[src/rtl/id_fetch_queue.sv]
// IF->ID decoupling queue: DEPTH-entry first-word-fall-through FIFO carrying
// {inst, pc} plus a merged exception code and ECALL/MRET pre-decode bits.
// A flush (branch/jump redirect) or reset discards every queued entry.
module id_fetch_queue #(
  parameter int XLEN  = 32,
  parameter int DEPTH = 4,
  parameter int EXC_W = 6
) (
  input  logic                    clk,
  input  logic                    rst,
  input  logic                    flush,
  input  logic                    fs_to_ds_valid,
  input  logic [2*XLEN-1:0]       if_id_bus_in,
  input  logic [EXC_W-1:0]        exception_code_fd,
  output logic                    ds_allowin,
  output logic                    q_to_ds_valid,
  input  logic                    ds_ready,
  output logic [2*XLEN-1:0]       if_id_bus_out,
  output logic [EXC_W-1:0]        exception_code_de,
  output logic                    ecall_flag,
  output logic                    mret_flag,
  output logic [$clog2(DEPTH):0]  count
);

  localparam int AW = $clog2(DEPTH);
  localparam int PW = AW + 1;
  localparam int EW = 2*XLEN + EXC_W + 2;

  localparam logic [XLEN-1:0]  INST_ECALL  = XLEN'(32'h0000_0073);
  localparam logic [XLEN-1:0]  INST_EBREAK = XLEN'(32'h0010_0073);
  localparam logic [XLEN-1:0]  INST_MRET   = XLEN'(32'h3020_0073);
  localparam logic [EXC_W-1:0] EXC_EBREAK  = EXC_W'(6'b100011);
  localparam logic [EXC_W-1:0] EXC_ECALL   = EXC_W'(6'b101011);
  localparam logic [EXC_W-1:0] EXC_MRET    = EXC_W'(6'b011111);

  // A valid fetch-side exception always wins over the decoded system instruction.
  function automatic logic [EXC_W-1:0] merge_exc(
    input logic [EXC_W-1:0] fd,
    input logic             is_ecall,
    input logic             is_ebreak,
    input logic             is_mret
  );
    if (fd[EXC_W-1])   return fd;
    else if (is_ebreak) return EXC_EBREAK;
    else if (is_ecall)  return EXC_ECALL;
    else if (is_mret)   return EXC_MRET;
    else                return '0;
  endfunction

  logic [EW-1:0]   mem [DEPTH];
  logic [PW-1:0]   wr_ptr, rd_ptr;
  logic            empty, full, push, pop;

  logic [XLEN-1:0] inst_p0;
  logic            is_ecall_p0, is_ebreak_p0, is_mret_p0;
  logic [EW-1:0]   wr_entry_p0;

  logic [EW-1:0]   head_p1;
  logic [XLEN-1:0] head_inst_p1, head_pc_p1;
  logic [EXC_W-1:0] head_exc_p1;
  logic            head_ecall_p1, head_mret_p1;

  // Pointer bookkeeping: the extra MSB separates full from empty.
  assign empty = (wr_ptr == rd_ptr);
  assign full  = (wr_ptr[AW-1:0] == rd_ptr[AW-1:0]) && (wr_ptr[AW] != rd_ptr[AW]);
  assign count = wr_ptr - rd_ptr;

  // Acceptance depends on occupancy only, never on ds_ready.
  assign ds_allowin    = !full;
  assign q_to_ds_valid = !empty && !flush;
  assign push          = fs_to_ds_valid && ds_allowin && !flush;
  assign pop           = q_to_ds_valid && ds_ready;

  // ---- p0: pre-decode the incoming entry at write time ----
  assign inst_p0      = if_id_bus_in[2*XLEN-1:XLEN];
  assign is_ecall_p0  = (inst_p0 == INST_ECALL);
  assign is_ebreak_p0 = (inst_p0 == INST_EBREAK);
  assign is_mret_p0   = (inst_p0 == INST_MRET);
  assign wr_entry_p0  = {if_id_bus_in,
                         merge_exc(exception_code_fd, is_ecall_p0, is_ebreak_p0, is_mret_p0),
                         is_ecall_p0, is_mret_p0};

  // Pointer update: reset beats flush, flush beats push/pop.
  always_ff @(posedge clk) begin
    if (rst || flush) begin
      wr_ptr <= '0;
      rd_ptr <= '0;
    end else begin
      if (push) wr_ptr <= wr_ptr + PW'(1);
      if (pop)  rd_ptr <= rd_ptr + PW'(1);
    end
  end

  // Storage write; contents are not cleared, the pointers alone define validity.
  always_ff @(posedge clk) begin
    if (push) mem[wr_ptr[AW-1:0]] <= wr_entry_p0;
  end

  // ---- p1: fall-through head read, zero-muxed while invalid ----
  assign head_p1 = mem[rd_ptr[AW-1:0]];
  assign {head_inst_p1, head_pc_p1, head_exc_p1, head_ecall_p1, head_mret_p1} = head_p1;

  assign if_id_bus_out     = q_to_ds_valid ? {head_inst_p1, head_pc_p1} : '0;
  assign exception_code_de = q_to_ds_valid ? head_exc_p1 : '0;
  assign ecall_flag        = q_to_ds_valid && head_ecall_p1;
  assign mret_flag         = q_to_ds_valid && head_mret_p1;

endmodule
[config.mk]
export PLATFORM = sky130hd
export DESIGN_NAME = id_fetch_queue
export DESIGN_NICKNAME = d
export VERILOG_FILES = /design/src/rtl/id_fetch_queue.sv
export SDC_FILE = /design/constraint.sdc
export NUM_CORES = 1
export LEC_CHECK = 0
export CORE_MARGIN = 3
export CORE_UTILIZATION = 59
export DETAILED_ROUTE_END_ITERATION = 6
export MAX_ROUTING_LAYER = met4
export PLACE_DENSITY = 0.85
export SYNTH_ARGS = -nofsm -noshare
export SYNTH_HDL_FRONTEND = slang
export SYNTH_SLANG_ARGS = --single-unit
export TNS_END_PERCENT = 20
[constraint.sdc]
create_clock -name clk -period 6.3 [get_ports clk]
set_input_delay 1.26 -clock clk [delete_from_list [all_inputs] [get_ports clk]]
set_output_delay 1.26 -clock clk [all_outputs]
set_load 0.03 [all_outputs]
==> results of run 1 <==
[registers in the layout (all words and copies together) (netlist names), named ones only]
register  count
rd_ptr        3
mem         288
wr_ptr        3
[metrics by stage]
step                hold slack, ns  instances    util
finish                      0.5909        976  0.7469
global route                0.6168        976  0.7469
CTS                         0.5973        975  0.7467
detailed placement          0.5819        925  0.7026
global placement            0.5142        925  0.7026
floorplan                   0.4996        535       -
[path summary, 6_finish.rpt]
| kind | start | endpoint | slack [ns] | depth (start not counted) |
|---|---|---|---|---|
| setup / recovery | flush | if_id_bus_out[19] | 1.41 | 5 |
| hold / removal | rd_ptr[0] | rd_ptr[0] | 0.59 | 2 |
| setup reg to reg | wr_ptr[2] | mem[0][47] | 3.40 | 4 |
| hold reg to reg | rd_ptr[0] | rd_ptr[0] | 0.59 | 2 |
[power groups by stage]
stage | logic, mW | clock network, mW | registers, mW
6_report | 0.209 | 1.55 | 2.20
3_5_place_dp | 0.209 | 0 | 2.25
5_1_grt | 0.221 | 1.65 | 2.20
4_1_cts | 0.211 | 1.57 | 2.20
3_3_place_gp | 0.202 | 0 | 2.24
2_1_floorplan | 0.0940 | 0 | 2.24
[critical path: cells and delay by family]
| kind | cells | cell delay [ns] |
|---|---|---|
| buf+inv | 3 | 1.60 |
| compound gates | 1 | 0.52 |
| simple gates | 1 | 0.23 |
[per-layer routing]
metal  up-vias  global-route usage
met1      2960              0.3037
met2       251              0.3368
met3        42             0.04422
met4         0             0.05745
met5         -                   -
li1       2482                   -
[area by class of cell]
type / count / area [µm²]
Sequential cell: 296 / 8816
Fill cell: 1071 / 4798
Multi-Input combinational cell: 208 / 2613
Timing Repair Buffer: 155 / 1541
Clock buffer: 36 / 752.0
Tap cell: 260 / 325.3
Clock inverter: 14 / 85.08
Inverter: 6 / 22.52
Antenna cell: 1 / 2.502
[cells by family (layout without fill, tap and decap cells)]
| group | Yosys count | in the layout | share of synthesized area |
|---|---|---|---|
| and+or+nand+nor | 107 | 107 | 0.05951 |
| buffers and inverters | 31 | 211 | 0.01097 |
| muxes | 74 | 74 | 0.1425 |
| AOI/OAI and AO/OA | 13 | 13 | 0.008688 |
| other | 0 | 1 | 0 |
| xor gates and xnor gates | 6 | 6 | 0.004561 |
| adders and majority gates | 8 | 8 | 0.009338 |
| DFF | 296 | 296 | 0.7645 |
[cells in the final DEF, fill, tap and decap left out, types with 2 or more instances in the layout]
cell / n
edfxtp_1: 288
clkdlybuf4s50_1: 151
mux4_2: 72
and2_1: 72
clkbuf_16: 29
nor2_1: 9
clkinv_1: 8
nand2_1: 7
ha_1: 7
clkbuf_1: 7
inv_1: 6
dfxtp_1: 6
xnor2_1: 5
clkinv_2: 5
o21ai_1: 4
and2_4: 4
buf_4: 4
or2_2: 3
or4_4: 2
nor4_1: 2
o31ai_2: 2
mux2i_1: 2
a311oi_1: 2
dfxtp_4: 2
==> flow_summary.html, run 1 <==
<table>
<tr><th>Metric</th><th>Value</th></tr>
<tr><th colspan="2">Run</th></tr>
<tr><td>Max-capacitance violation count</td><td>0</td></tr>
<tr><th colspan="2">Critical path</th></tr>
<tr><td>Master of the slowest instance on the critical path</td><td>clkdlybuf4s50_1</td></tr>
<tr><td>Sequence of cells on the critical path</td><td>clkdlybuf4s50_1 -&gt; a31oi_4 -&gt; buf_4 -&gt; and2_1 -&gt; clkdlybuf4s50_1</td></tr>
<tr><td>CP endpoint kind</td><td>output pin</td></tr>
<tr><td>Most frequent cell on the critical path</td><td>clkdlybuf4s50_1</td></tr>
<tr><td>Worst setup path category</td><td>input port to output pin</td></tr>
<tr><td>CP max FO</td><td>29</td></tr>
<tr><td>Worst path max stage delay</td><td>0.68 ns</td></tr>
<tr><td>Arrival time at the worst endpoint</td><td>3.63 ns</td></tr>
<tr><td>Required time of the worst setup path</td><td>5.04 ns</td></tr>
<tr><td>Startpoint type of the worst setup path</td><td>input port</td></tr>
<tr><th colspan="2">Detailed routing</th></tr>
<tr><td>Number of iterations in the first detailed-routing pass</td><td>4</td></tr>
<tr><td>Post-DR vias/cell</td><td>5.876</td></tr>
<tr><td>Average routed wire per standard cell</td><td>22.73 µm</td></tr>
<tr><td>Detail Route met3 WL</td><td>1514 µm</td></tr>
<tr><td>DR top layer</td><td>met4</td></tr>
<tr><td>Number of nets still failing antenna checks after routing</td><td>0</td></tr>
<tr><td>Met1 wire length</td><td>9328 µm</td></tr>
<tr><td>Detail Route met2 WL</td><td>10800 µm</td></tr>
<tr><td>Via count of the routed design</td><td>5735</td></tr>
<tr><td>Remaining routing DRC violations</td><td>0</td></tr>
<tr><td>Total length of routed wires</td><td>22190 µm</td></tr>
<tr><td>Count of routing violations after the opening detailed-route iteration</td><td>426</td></tr>
<tr><th colspan="2">Power and ir drop</th></tr>
<tr><td>Worst vdd rail ir drop</td><td>0.0002282 V</td></tr>
<tr><td>Internal cell power</td><td>3.168 mW</td></tr>
<tr><td>Part of the power in registers</td><td>0.557</td></tr>
<tr><td>Total power density per cell area</td><td>279.5 nW/µm²</td></tr>
<tr><td>Total Power Consumption</td><td>3.957 mW</td></tr>
<tr><td>Sw Ratio</td><td>0.1993</td></tr>
<tr><td>Net switching power</td><td>0.7884 mW</td></tr>
<tr><td>Combinational cell fraction of total power</td><td>0.053</td></tr>
<tr><td>Relative contribution of the clock network to total power</td><td>0.391</td></tr>
<tr><td>Leak</td><td>4.486 nW</td></tr>
<tr><th colspan="2">GRT</th></tr>
<tr><td>Via count of the first global-routing pass</td><td>6161</td></tr>
<tr><td>Number of antenna violations at the first check in global routing</td><td>1</td></tr>
<tr><td>Total routing usage reported by global routing</td><td>0.2173</td></tr>
<tr><td>Global-route wire length before repair</td><td>34820 µm</td></tr>
<tr><td>Global route overflow</td><td>0</td></tr>
<tr><td>Pin count of the biggest net entering global routing</td><td>73</td></tr>
<tr><th colspan="2">Floorplanning</th></tr>
<tr><td>Horizontal die dimension</td><td>145.7 µm</td></tr>
<tr><td>Floorplan die height</td><td>145.7 µm</td></tr>
<tr><td>Row count</td><td>50</td></tr>
<tr><td>Number of I/O pins</td><td>152</td></tr>
<tr><td>Total die area</td><td>21240 µm²</td></tr>
<tr><td>Standard cell core area</td><td>18960 µm²</td></tr>
<tr><td>Initial Utilization</td><td>0.6079</td></tr>
<tr><th colspan="2">Clock tree</th></tr>
<tr><td>Clock buffer count from CTS</td><td>28</td></tr>
<tr><td>Number of sinks driven by the clock tree</td><td>296</td></tr>
<tr><td>Root buffer cell</td><td>clkbuf_16</td></tr>
<tr><td>Maximum level of the CTS H-tree</td><td>1</td></tr>
<tr><td>Max Buffers Root-to-Sink</td><td>3</td></tr>
<tr><td>Number of hold buffers added after cts</td><td>0</td></tr>
<tr><td>Clock edge transition at the registers on the reported setup and hold paths</td><td>0.06 ns</td></tr>
<tr><td>Clk Latency, worst-skew pair</td><td>0.54 ns</td></tr>
<tr><td>Post-CTS Repair Setup Buffers</td><td>0</td></tr>
<tr><td>Post-cts gate resize count</td><td>0</td></tr>
<tr><td>Clock tree from TritonCTS</td><td>built</td></tr>
<tr><th colspan="2">Place</th></tr>
<tr><td>Worst slack at placement</td><td>1.405 ns</td></tr>
<tr><td>Placed wire-length estimate after detailed placement</td><td>12860 µm</td></tr>
<tr><td>Placed cell areas</td><td>13320 µm²</td></tr>
<tr><td>Count of buffers from port buffering</td><td>151</td></tr>
<tr><td>Final weighted congestion of routability-driven global placement</td><td>0.8238</td></tr>
<tr><th colspan="2">Synth</th></tr>
<tr><td>Yosys top cell by area</td><td>edfxtp_1</td></tr>
<tr><td>Number of enable-type register cells in the synthesized netlist</td><td>288</td></tr>
<tr><td>Leading post-synthesis cells by cell area</td><td>edfxtp_1, mux4_2, and2_1</td></tr>
<tr><td>Proportion of synthesized chip area in sequential cells</td><td>0.7645</td></tr>
<tr><td>Post-synth top area share</td><td>0.7506</td></tr>
<tr><td>Post-synth top cells</td><td>edfxtp_1, and2_1, mux4_2</td></tr>
<tr><td>Count of different cell masters after synthesis</td><td>33</td></tr>
<tr><td>Flop and latch count out of synthesis</td><td>296</td></tr>
<tr><td>Synthesized area per cell</td><td>21.54 µm²</td></tr>
<tr><td>Leading cell type by number of instances after synthesis</td><td>edfxtp_1</td></tr>
<tr><td>Synth Cell Area</td><td>11520 µm²</td></tr>
<tr><td>Yosys synthesis warning count</td><td>0</td></tr>
<tr><td>Most instantiated flip-flop cell in the synthesis netlist</td><td>edfxtp_1</td></tr>
<tr><td>Synthesized netlist cell count</td><td>535</td></tr>
<tr><td>FFs w/ async S/R, synth</td><td>0</td></tr>
<tr><td>Post-synth net total</td><td>618</td></tr>
<tr><th colspan="2">STA</th></tr>
<tr><td>Headroom to the max-slew limit</td><td>0.2512</td></tr>
<tr><td>Time the final worst path needs with I/O delays and setup</td><td>4.886 ns</td></tr>
<tr><td>Transition time at the pin with the least slew margin</td><td>1.123 ns</td></tr>
<tr><td>Total Neg Setup Slack</td><td>0 ns</td></tr>
<tr><td>Timing-limited maximum frequency</td><td>0.2047 GHz</td></tr>
<tr><td>Setup repair after global routing missed its margin</td><td>no</td></tr>
<tr><td>Number of pins exceeding their max-slew limit in the final report</td><td>0</td></tr>
<tr><td>Fin. Hold Viols</td><td>0</td></tr>
<tr><td>Total setup violations reported at the end of the flow</td><td>0</td></tr>
<tr><td>Period Utilization, post-route</td><td>0.7755</td></tr>
<tr><td>Final critical-path setup slack</td><td>1.414 ns</td></tr>
<tr><td>Final Skew</td><td>0.01709 ns</td></tr>
<tr><th colspan="2">Worst hold path</th></tr>
<tr><td>Min-delay worst type</td><td>flip-flop to flip-flop</td></tr>
<tr><th colspan="2">Cells and area</th></tr>
<tr><td>Post-layout net count</td><td>778</td></tr>
<tr><td>Area Growth Syn to Fin</td><td>22.87%</td></tr>
<tr><td>Area of all placed cells without fillers</td><td>14160 µm²</td></tr>
<tr><td>Fraction of layout cells with a size suffix above 1</td><td>0.1804</td></tr>
<tr><th colspan="2">Outcome</th></tr>
<tr><td>Outcome</td><td>complete, no violations</td></tr>
</table>
Note: power is estimated with default switching activity, not from simulation.
==> inputs of run 2 (changes only) <==
Settings changed: CORE_UTILIZATION 59 to 55, PLACE_DENSITY 0.85 to 0.8.
Clock period 6.3 ns to 5.1 ns, I/O delays scaled along.
==> run 2 against run 1 <==
  * Hold slack got worse by 0.033 ns
  * Cell count increased by 1.3%
  * Routed wire length decreased by 1.4%
  * Combinational power increased by 23%
  * Non-clock buffer count unchanged
  * Critical path depth unchanged
  * Count of clock-buffer cells in the layout increased by 6
  * Clock skew decreased by 0.012 ns
  * Die area increased by 7.0%
  * Via count decreased by 2.2%
  * Highest routed layer unchanged
  * Sequential cell count unchanged
==> flow_summary.html, run 2 (synthesized netlist as in run 1, its figures left out) <==
<table>
<tr><th>Metric</th><th>Value</th></tr>
<tr><th colspan="2">Outcome</th></tr>
<tr><td>Outcome</td><td>complete, no violations</td></tr>
<tr><th colspan="2">Floorplanning</th></tr>
<tr><td>Standard cell core area</td><td>20430 µm² (+7.8%)</td></tr>
<tr><td>Row count</td><td>52 (+4.0%)</td></tr>
<tr><td>Number of I/O pins</td><td>152 (unchanged)</td></tr>
<tr><td>Total die area</td><td>22720 µm² (+7.0%)</td></tr>
<tr><td>Initial Utilization</td><td>0.5640 (-0.04385)</td></tr>
<tr><td>Horizontal die dimension</td><td>150.7 µm (+3.4%)</td></tr>
<tr><td>Floorplan die height</td><td>150.7 µm (+3.4%)</td></tr>
<tr><th colspan="2">Clock tree</th></tr>
<tr><td>Number of hold buffers added after cts</td><td>0 (unchanged)</td></tr>
<tr><td>Clock edge transition at the registers on the reported setup and hold paths</td><td>0.06 ns (about the same)</td></tr>
<tr><td>Number of sinks driven by the clock tree</td><td>296 (unchanged)</td></tr>
<tr><td>Post-cts gate resize count</td><td>0 (unchanged)</td></tr>
<tr><td>Post-CTS Repair Setup Buffers</td><td>0 (unchanged)</td></tr>
<tr><td>Clk Latency, worst-skew pair</td><td>0.53 ns (about the same)</td></tr>
<tr><td>Clock tree from TritonCTS</td><td>built</td></tr>
<tr><td>Clock buffer count from CTS</td><td>29 (+3.6%)</td></tr>
<tr><td>Max Buffers Root-to-Sink</td><td>3 (unchanged)</td></tr>
<tr><td>Maximum level of the CTS H-tree</td><td>1 (unchanged)</td></tr>
<tr><td>Root buffer cell</td><td>clkbuf_16</td></tr>
<tr><th colspan="2">Cells and area</th></tr>
<tr><td>Area of all placed cells without fillers</td><td>14270 µm² (+0.80%)</td></tr>
<tr><td>Non-filler cells, final</td><td>989 (+1.3%)</td></tr>
<tr><td>Most frequent cells in the layout</td><td>edfxtp_1, clkdlybuf4s50_1, mux4_2, and2_1, clkbuf_16</td></tr>
<tr><td>Sequential standard cell area</td><td>8816 µm² (unchanged)</td></tr>
<tr><td>Area Growth Syn to Fin</td><td>23.85%</td></tr>
<tr><td>Most common cell after layout, fill and taps aside</td><td>edfxtp_1</td></tr>
<tr><td>Flip-flop count of the largest register after layout</td><td>288 (unchanged)</td></tr>
<tr><td>Post-layout net count</td><td>779 (+0.13%)</td></tr>
<tr><td>Number of fill cells in the layout</td><td>1268 (+18%)</td></tr>
<tr><td>Area occupied by multi-input gates</td><td>2613 µm² (unchanged)</td></tr>
<tr><td>Fin util</td><td>0.6985 (-0.04837)</td></tr>
<tr><td>Fraction of layout cells with a size suffix above 1</td><td>0.1852 (+0.004817)</td></tr>
<tr><th colspan="2">Place</th></tr>
<tr><td>Count of buffers from port buffering</td><td>151 (unchanged)</td></tr>
<tr><td>Placed wire-length estimate after detailed placement</td><td>12730 µm (-1.0%)</td></tr>
<tr><td>Final weighted congestion of routability-driven global placement</td><td>0.7827 (-5.0%)</td></tr>
<tr><td>Placed cell areas</td><td>13340 µm² (+0.19%)</td></tr>
<tr><td>Number of instances in the placed design</td><td>935 (+1.1%)</td></tr>
<tr><th colspan="2">Detailed routing</th></tr>
<tr><td>Remaining routing DRC violations</td><td>0 (unchanged)</td></tr>
<tr><td>Post-DR vias/cell</td><td>5.668 (-3.5%)</td></tr>
<tr><td>Average routed wire per standard cell</td><td>22.13 µm (-2.6%)</td></tr>
<tr><td>Total length of routed wires</td><td>21890 µm (-1.4%)</td></tr>
<tr><td>Via count of the routed design</td><td>5606 (-2.2%)</td></tr>
<tr><td>Number of iterations in the first detailed-routing pass</td><td>4 (unchanged)</td></tr>
<tr><td>Number of nets still failing antenna checks after routing</td><td>0 (unchanged)</td></tr>
<tr><td>Count of routing violations after the opening detailed-route iteration</td><td>330 (-23%)</td></tr>
<tr><th colspan="2">STA</th></tr>
<tr><td>Time the final worst path needs with I/O delays and setup</td><td>4.085 ns</td></tr>
<tr><td>Headroom to the max-slew limit</td><td>0.2367 (-0.01455)</td></tr>
<tr><td>Total setup violations reported at the end of the flow</td><td>0 (unchanged)</td></tr>
<tr><td>Setup repair after global routing missed its margin</td><td>no</td></tr>
<tr><td>Total Neg Setup Slack</td><td>0 ns (unchanged)</td></tr>
<tr><td>Number of pins exceeding their max-slew limit in the final report</td><td>0 (unchanged)</td></tr>
<tr><td>Period Utilization, post-route</td><td>0.8009</td></tr>
<tr><td>Final Skew</td><td>0.005445 ns (-0.01164 ns)</td></tr>
<tr><td>Fin. Hold Viols</td><td>0 (unchanged)</td></tr>
<tr><td>Timing-limited maximum frequency</td><td>0.2448 GHz</td></tr>
<tr><td>Transition time at the pin with the least slew margin</td><td>1.145 ns (+0.02182 ns)</td></tr>
<tr><th colspan="2">GRT</th></tr>
<tr><td>Global-route wire length before repair</td><td>34060 µm (-2.2%)</td></tr>
<tr><td>Number of antenna violations at the first check in global routing</td><td>1 (unchanged)</td></tr>
<tr><td>Global route overflow</td><td>0 (unchanged)</td></tr>
<tr><td>Pin count of the biggest net entering global routing</td><td>73 (unchanged)</td></tr>
<tr><td>Via count of the first global-routing pass</td><td>6048 (-1.8%)</td></tr>
<tr><td>Total routing usage reported by global routing</td><td>0.2023 (-0.01500)</td></tr>
<tr><th colspan="2">Worst hold path</th></tr>
<tr><td>Min-delay worst type</td><td>flip-flop to flip-flop</td></tr>
<tr><td>Hold depth</td><td>2 (unchanged)</td></tr>
<tr><th colspan="2">Critical path</th></tr>
<tr><td>Top cell family by delay on the critical path</td><td>buffers and inverters</td></tr>
<tr><td>Worst setup path category</td><td>input port to output pin</td></tr>
<tr><td>Arrival time at the worst endpoint</td><td>3.06 ns (-0.57 ns)</td></tr>
<tr><td>Count of cells along the worst register-to-register path</td><td>4 (unchanged)</td></tr>
<tr><td>Worst path max stage delay</td><td>0.69 ns (about the same)</td></tr>
<tr><td>Master of the slowest instance on the critical path</td><td>clkdlybuf4s50_1</td></tr>
<tr><td>Required time of the worst setup path</td><td>4.08 ns (-0.96 ns)</td></tr>
<tr><td>CP endpoint kind</td><td>output pin</td></tr>
<tr><td>Sequence of cells on the critical path</td><td>clkdlybuf4s50_1 -&gt; a31oi_4 -&gt; buf_4 -&gt; and2_1 -&gt; clkdlybuf4s50_1</td></tr>
<tr><td>CP max FO</td><td>45 (+55%)</td></tr>
<tr><td>Most frequent cell on the critical path</td><td>clkdlybuf4s50_1</td></tr>
<tr><td>CP Buf/Inv Count</td><td>3 (unchanged)</td></tr>
<tr><td>Startpoint type of the worst setup path</td><td>input port</td></tr>
<tr><td>Critical Path Stages</td><td>5 (unchanged)</td></tr>
<tr><th colspan="2">Power and ir drop</th></tr>
<tr><td>Worst vdd rail ir drop</td><td>0.0002855 V (+25%)</td></tr>
<tr><td>Total power density per cell area</td><td>353.2 nW/µm² (+26%)</td></tr>
<tr><td>Total Power Consumption</td><td>5.039 mW (+27%)</td></tr>
<tr><td>Leak</td><td>4.529 nW (+0.96%)</td></tr>
<tr><th colspan="2">Run</th></tr>
<tr><td>Max-capacitance violation count</td><td>0 (unchanged)</td></tr>
</table>
[run 2: area by class of cell]
cell class,instances,share of cell area
sequential,296,0.6178
tap,270,0.02367
clock inverter,11,0.009119
multi-input combinational,208,0.1831
timing repair buffer,155,0.1089
clock buffer,42,0.05568
inverter,6,0.001578
antenna,1,0.0001754
[run 2: power by group]
part	switching (mW)	internal, mW	total [mW]	leakage (nW)
logic	0.133	0.124	0.257	1.37
registers	0.0102	2.71	2.72	2.71
clock network	0.834	1.23	2.06	0.452
total	0.978	4.06	5.04	4.53
[run 2: through the flow]
stage                     hold slack [ns]  setup slack (ns)
final                              0.5576             1.015
after detailed placement           0.5476            0.9986
after CTS                          0.5620            0.9926
after floorplan                    0.4996             1.649
after global placement             0.5201             1.078
after global routing               0.5954            0.9291
[run 2: path summary, 6_finish.rpt]
kind / start / to / slack (ns)
setup / recovery: flush / exception_code_de[2] / 1.02
hold / removal: rd_ptr[2] / rd_ptr[2] / 0.56
setup reg to reg: wr_ptr[2] / mem[3][51] / 2.29
hold reg to reg: rd_ptr[2] / rd_ptr[2] / 0.56
[run 2: worst register-to-register path: stages (launching register included)]
cell	delay, ns
dfxtp_1	0.33
xnor2_1	0.56
o21ai_1	0.27
nor2_1	0.28
and2_4	0.95
[run 2: per-layer routing]
metal  routed length (µm)  global-route usage  share of wire  vias up
met5                    0                   -              0        -
met4                  444             0.05258          0.020        0
met3                 1647             0.04515          0.075       39
met2                10800              0.3161           0.49      192
met1                 8998              0.2764           0.41     2886
li1                     -                   -              -     2489
==> inputs of run 3 (changes only) <==
Clock period 5.1 ns to 4.09 ns, I/O delays scaled along.
==> run 3 against run 2 <==
  * Routed wire length is 0.58% higher
  * Clock skew is 0.0058 ns higher
  * First-iteration DRC count increased by 8.2%
  * Cell count increased by 0.71%
  * Largest power group unchanged
  * Highest routed layer unchanged
==> flow_summary.html, run 3 (synthesized netlist as in run 1, its figures left out) <==
<table>
<tr><th>Metric</th><th>Value</th></tr>
<tr><th colspan="2">Detailed routing</th></tr>
<tr><td>Remaining routing DRC violations</td><td>0 (unchanged)</td></tr>
<tr><td>Average routed wire per standard cell</td><td>22.10 µm (-0.13%)</td></tr>
<tr><td>Post-DR vias/cell</td><td>5.652 (-0.30%)</td></tr>
<tr><td>Number of nets still failing antenna checks after routing</td><td>0 (unchanged)</td></tr>
<tr><td>Total length of routed wires</td><td>22010 µm (+0.58%)</td></tr>
<tr><td>Via count of the routed design</td><td>5629 (+0.41%)</td></tr>
<tr><td>Number of iterations in the first detailed-routing pass</td><td>5 (+1)</td></tr>
<tr><td>Count of routing violations after the opening detailed-route iteration</td><td>357 (+8.2%)</td></tr>
<tr><th colspan="2">Worst hold path</th></tr>
<tr><td>Min-delay worst type</td><td>flip-flop to flip-flop</td></tr>
<tr><td>Hold depth</td><td>2 (unchanged)</td></tr>
<tr><td>Worst Min Path Start</td><td>wr_ptr[2]</td></tr>
<tr><td>End of the worst hold path</td><td>wr_ptr[2]</td></tr>
<tr><th colspan="2">Clock tree</th></tr>
<tr><td>Clock tree from TritonCTS</td><td>built</td></tr>
<tr><td>Max Buffers Root-to-Sink</td><td>3 (unchanged)</td></tr>
<tr><td>Maximum level of the CTS H-tree</td><td>1 (unchanged)</td></tr>
<tr><td>Root buffer cell</td><td>clkbuf_16</td></tr>
<tr><td>Clk Latency, worst-skew pair</td><td>0.53 ns (about the same)</td></tr>
<tr><td>Number of hold buffers added after cts</td><td>0 (unchanged)</td></tr>
<tr><td>Clock buffer count from CTS</td><td>29 (unchanged)</td></tr>
<tr><td>Post-CTS Repair Setup Buffers</td><td>0 (unchanged)</td></tr>
<tr><td>Number of sinks driven by the clock tree</td><td>296 (unchanged)</td></tr>
<tr><td>Post-cts gate resize count</td><td>0 (unchanged)</td></tr>
<tr><td>Clock edge transition at the registers on the reported setup and hold paths</td><td>0.06 ns (about the same)</td></tr>
<tr><th colspan="2">Cells and area</th></tr>
<tr><td>Most frequent cells in the layout</td><td>edfxtp_1, clkdlybuf4s50_1, mux4_2, and2_1, clkbuf_16</td></tr>
<tr><td>Sequential standard cell area</td><td>8816 µm² (unchanged)</td></tr>
<tr><td>Non-filler cells, final</td><td>996 (+0.71%)</td></tr>
<tr><td>Area occupied by multi-input gates</td><td>2613 µm² (unchanged)</td></tr>
<tr><td>Post-layout net count</td><td>785 (+0.77%)</td></tr>
<tr><td>Number of fill cells in the layout</td><td>1243 (-2.0%)</td></tr>
<tr><td>Flip-flop count of the largest register after layout</td><td>288 (unchanged)</td></tr>
<tr><td>Fraction of layout cells with a size suffix above 1</td><td>0.2030 (+0.01780)</td></tr>
<tr><td>Area Growth Syn to Fin</td><td>25.06%</td></tr>
<tr><td>Most common cell after layout, fill and taps aside</td><td>edfxtp_1</td></tr>
<tr><th colspan="2">GRT</th></tr>
<tr><td>Via count of the first global-routing pass</td><td>6082 (+0.56%)</td></tr>
<tr><td>Number of antenna violations at the first check in global routing</td><td>2 (+1)</td></tr>
<tr><td>Pin count of the biggest net entering global routing</td><td>48 (-34%)</td></tr>
<tr><td>Total routing usage reported by global routing</td><td>0.2019 (-0.0004115)</td></tr>
<tr><td>Global route overflow</td><td>0 (unchanged)</td></tr>
<tr><td>Global-route wire length before repair</td><td>33890 µm (-0.49%)</td></tr>
<tr><th colspan="2">Floorplanning</th></tr>
<tr><td>Total die area</td><td>22720 µm² (unchanged)</td></tr>
<tr><td>Initial Utilization</td><td>0.5640 (unchanged)</td></tr>
<tr><td>Number of I/O pins</td><td>152 (unchanged)</td></tr>
<tr><td>Floorplan die height</td><td>150.7 µm (unchanged)</td></tr>
<tr><td>Horizontal die dimension</td><td>150.7 µm (unchanged)</td></tr>
<tr><td>Row count</td><td>52 (unchanged)</td></tr>
<tr><td>Standard cell core area</td><td>20430 µm² (unchanged)</td></tr>
<tr><th colspan="2">Critical path</th></tr>
<tr><td>Sequence of cells on the critical path</td><td>buf_12 -&gt; mux4_2 -&gt; and2_1 -&gt; clkdlybuf4s50_1</td></tr>
<tr><td>Count of cells along the worst register-to-register path</td><td>5 (+1)</td></tr>
<tr><td>CP max FO</td><td>28 (-38%)</td></tr>
<tr><td>Required time of the worst setup path</td><td>3.27 ns (-0.81 ns)</td></tr>
<tr><td>CP Buf/Inv Count</td><td>2 (-1)</td></tr>
<tr><td>Worst reg2reg endpoint</td><td>mem[1][56]</td></tr>
<tr><td>CP endpoint kind</td><td>output pin</td></tr>
<tr><td>Worst setup path category</td><td>flip-flop to output pin</td></tr>
<tr><td>Worst setup slack for register-to-register paths</td><td>1.31 ns (-0.98 ns)</td></tr>
<tr><td>Arrival time at the worst endpoint</td><td>2.86 ns (-0.20 ns)</td></tr>
<tr><td>Startpoint type of the worst setup path</td><td>flip-flop</td></tr>
<tr><td>Top cell family by delay on the critical path</td><td>buffers and inverters</td></tr>
<tr><td>Worst path max stage delay</td><td>0.65 ns (-0.04 ns)</td></tr>
<tr><td>Launching point of the worst reg2reg path</td><td>wr_ptr[2]</td></tr>
<tr><td>Master of the slowest instance on the critical path</td><td>dfxtp_4</td></tr>
<tr><th colspan="2">Place</th></tr>
<tr><td>Number of instances in the placed design</td><td>941 (+0.64%)</td></tr>
<tr><td>Count of buffers from port buffering</td><td>151 (unchanged)</td></tr>
<tr><td>Final weighted congestion of routability-driven global placement</td><td>0.7791 (-0.46%)</td></tr>
<tr><td>Placed wire-length estimate after detailed placement</td><td>13330 µm (+4.7%)</td></tr>
<tr><th colspan="2">STA</th></tr>
<tr><td>Number of pins exceeding their max-slew limit in the final report</td><td>0 (unchanged)</td></tr>
<tr><td>Final Skew</td><td>0.01124 ns (+0.005791 ns)</td></tr>
<tr><td>Fin. Hold Viols</td><td>0 (unchanged)</td></tr>
<tr><td>Total Neg Setup Slack</td><td>0 ns (unchanged)</td></tr>
<tr><td>Total setup violations reported at the end of the flow</td><td>0 (unchanged)</td></tr>
<tr><td>Headroom to the max-slew limit</td><td>0.5172 (+0.2805)</td></tr>
<tr><td>Time the final worst path needs with I/O delays and setup</td><td>3.675 ns</td></tr>
<tr><td>Setup repair after global routing missed its margin</td><td>no</td></tr>
<tr><td>Timing-limited maximum frequency</td><td>0.2721 GHz</td></tr>
<tr><td>Period Utilization, post-route</td><td>0.8984</td></tr>
<tr><td>Transition time at the pin with the least slew margin</td><td>0.7190 ns (-0.4259 ns)</td></tr>
<tr><th colspan="2">Power and ir drop</th></tr>
<tr><td>Worst vdd rail ir drop</td><td>0.0003697 V (+30%)</td></tr>
<tr><td>Leak</td><td>4.593 nW (+1.4%)</td></tr>
<tr><td>Total power density per cell area</td><td>429.4 nW/µm² (+22%)</td></tr>
<tr><th colspan="2">Run</th></tr>
<tr><td>Max-capacitance violation count</td><td>0 (unchanged)</td></tr>
<tr><th colspan="2">Outcome</th></tr>
<tr><td>Outcome</td><td>complete, no violations</td></tr>
</table>
## run 3: changes by cell type in the layout (fill, tap and decap cells not counted), moves of 2 or more
cell / delta
clkinv_1: +6
clkdlybuf4s50_1: -4
clkbuf_8: -2
buf_12: +11
clkbuf_1: -10
clkinv_2: +6
## run 3: stage by stage
step                instance area (µm²)  hold WS, ns  power, mW  setup WS (ns)  utilization
floorplan                         11520       0.4996      3.598         0.7884            -
global placement                  13520       0.5158      3.770         0.6101       0.6616
detailed placement                13520       0.5509      3.784         0.5638       0.6616
CTS                               14410       0.5687      6.241         0.3295       0.7051
global route                      14410       0.6083      6.379         0.2414       0.7054
finish                            14410       0.5625      6.188         0.4154       0.7054
## run 3: worst max-delay path by stage
stage          startpoint                end  slack (ns)  cells past startpoint
6_report        flip-flop  if_id_bus_out[60]        0.42                      4
5_1_grt         flip-flop  if_id_bus_out[22]        0.24                      4
4_1_cts         flip-flop  if_id_bus_out[22]        0.33                      4
3_5_place_dp        flush  if_id_bus_out[55]        0.56                      5
3_3_place_gp        flush  if_id_bus_out[42]        0.61                      5
2_1_floorplan   wr_ptr[0]          mem[0][0]        0.79                      6
## run 3: area by class of cell
cell class              instances  area share
clock buffers                  30     0.05062
flip-flops and latches        296      0.6118
well taps                     270     0.02344
diodes                          2   0.0003473
inverters                       6    0.001563
repair buffers                161      0.1198
clock inverters                23     0.01111
multi-input cells             208      0.1813
## run 3: worst reg2reg max path, stage by stage (launching register included)
cell	delay, ns
dfxtp_1	0.33
xnor2_1	0.60
o21ai_1	0.27
nor2_1	0.29
and2_4	0.59
buf_12	0.34
## run 3: report_power, final
| group | switching [mW] | internal, mW |
|---|---|---|
| logic | 0.167 | 0.161 |
| clock network | 1.06 | 1.41 |
| registers | 0.0128 | 3.38 |
## run 3: metal layers
layer / wire (µm) / track usage / up-vias / part of all wire
li1: - / - / 2514 / -
met1: 8940 / 0.2717 / 2913 / 0.41
met2: 11220 / 0.3269 / 176 / 0.51
met3: 1545 / 0.04064 / 26 / 0.070
met4: 306 / 0.04442 / 0 / 0.014
met5: 0 / - / - / 0
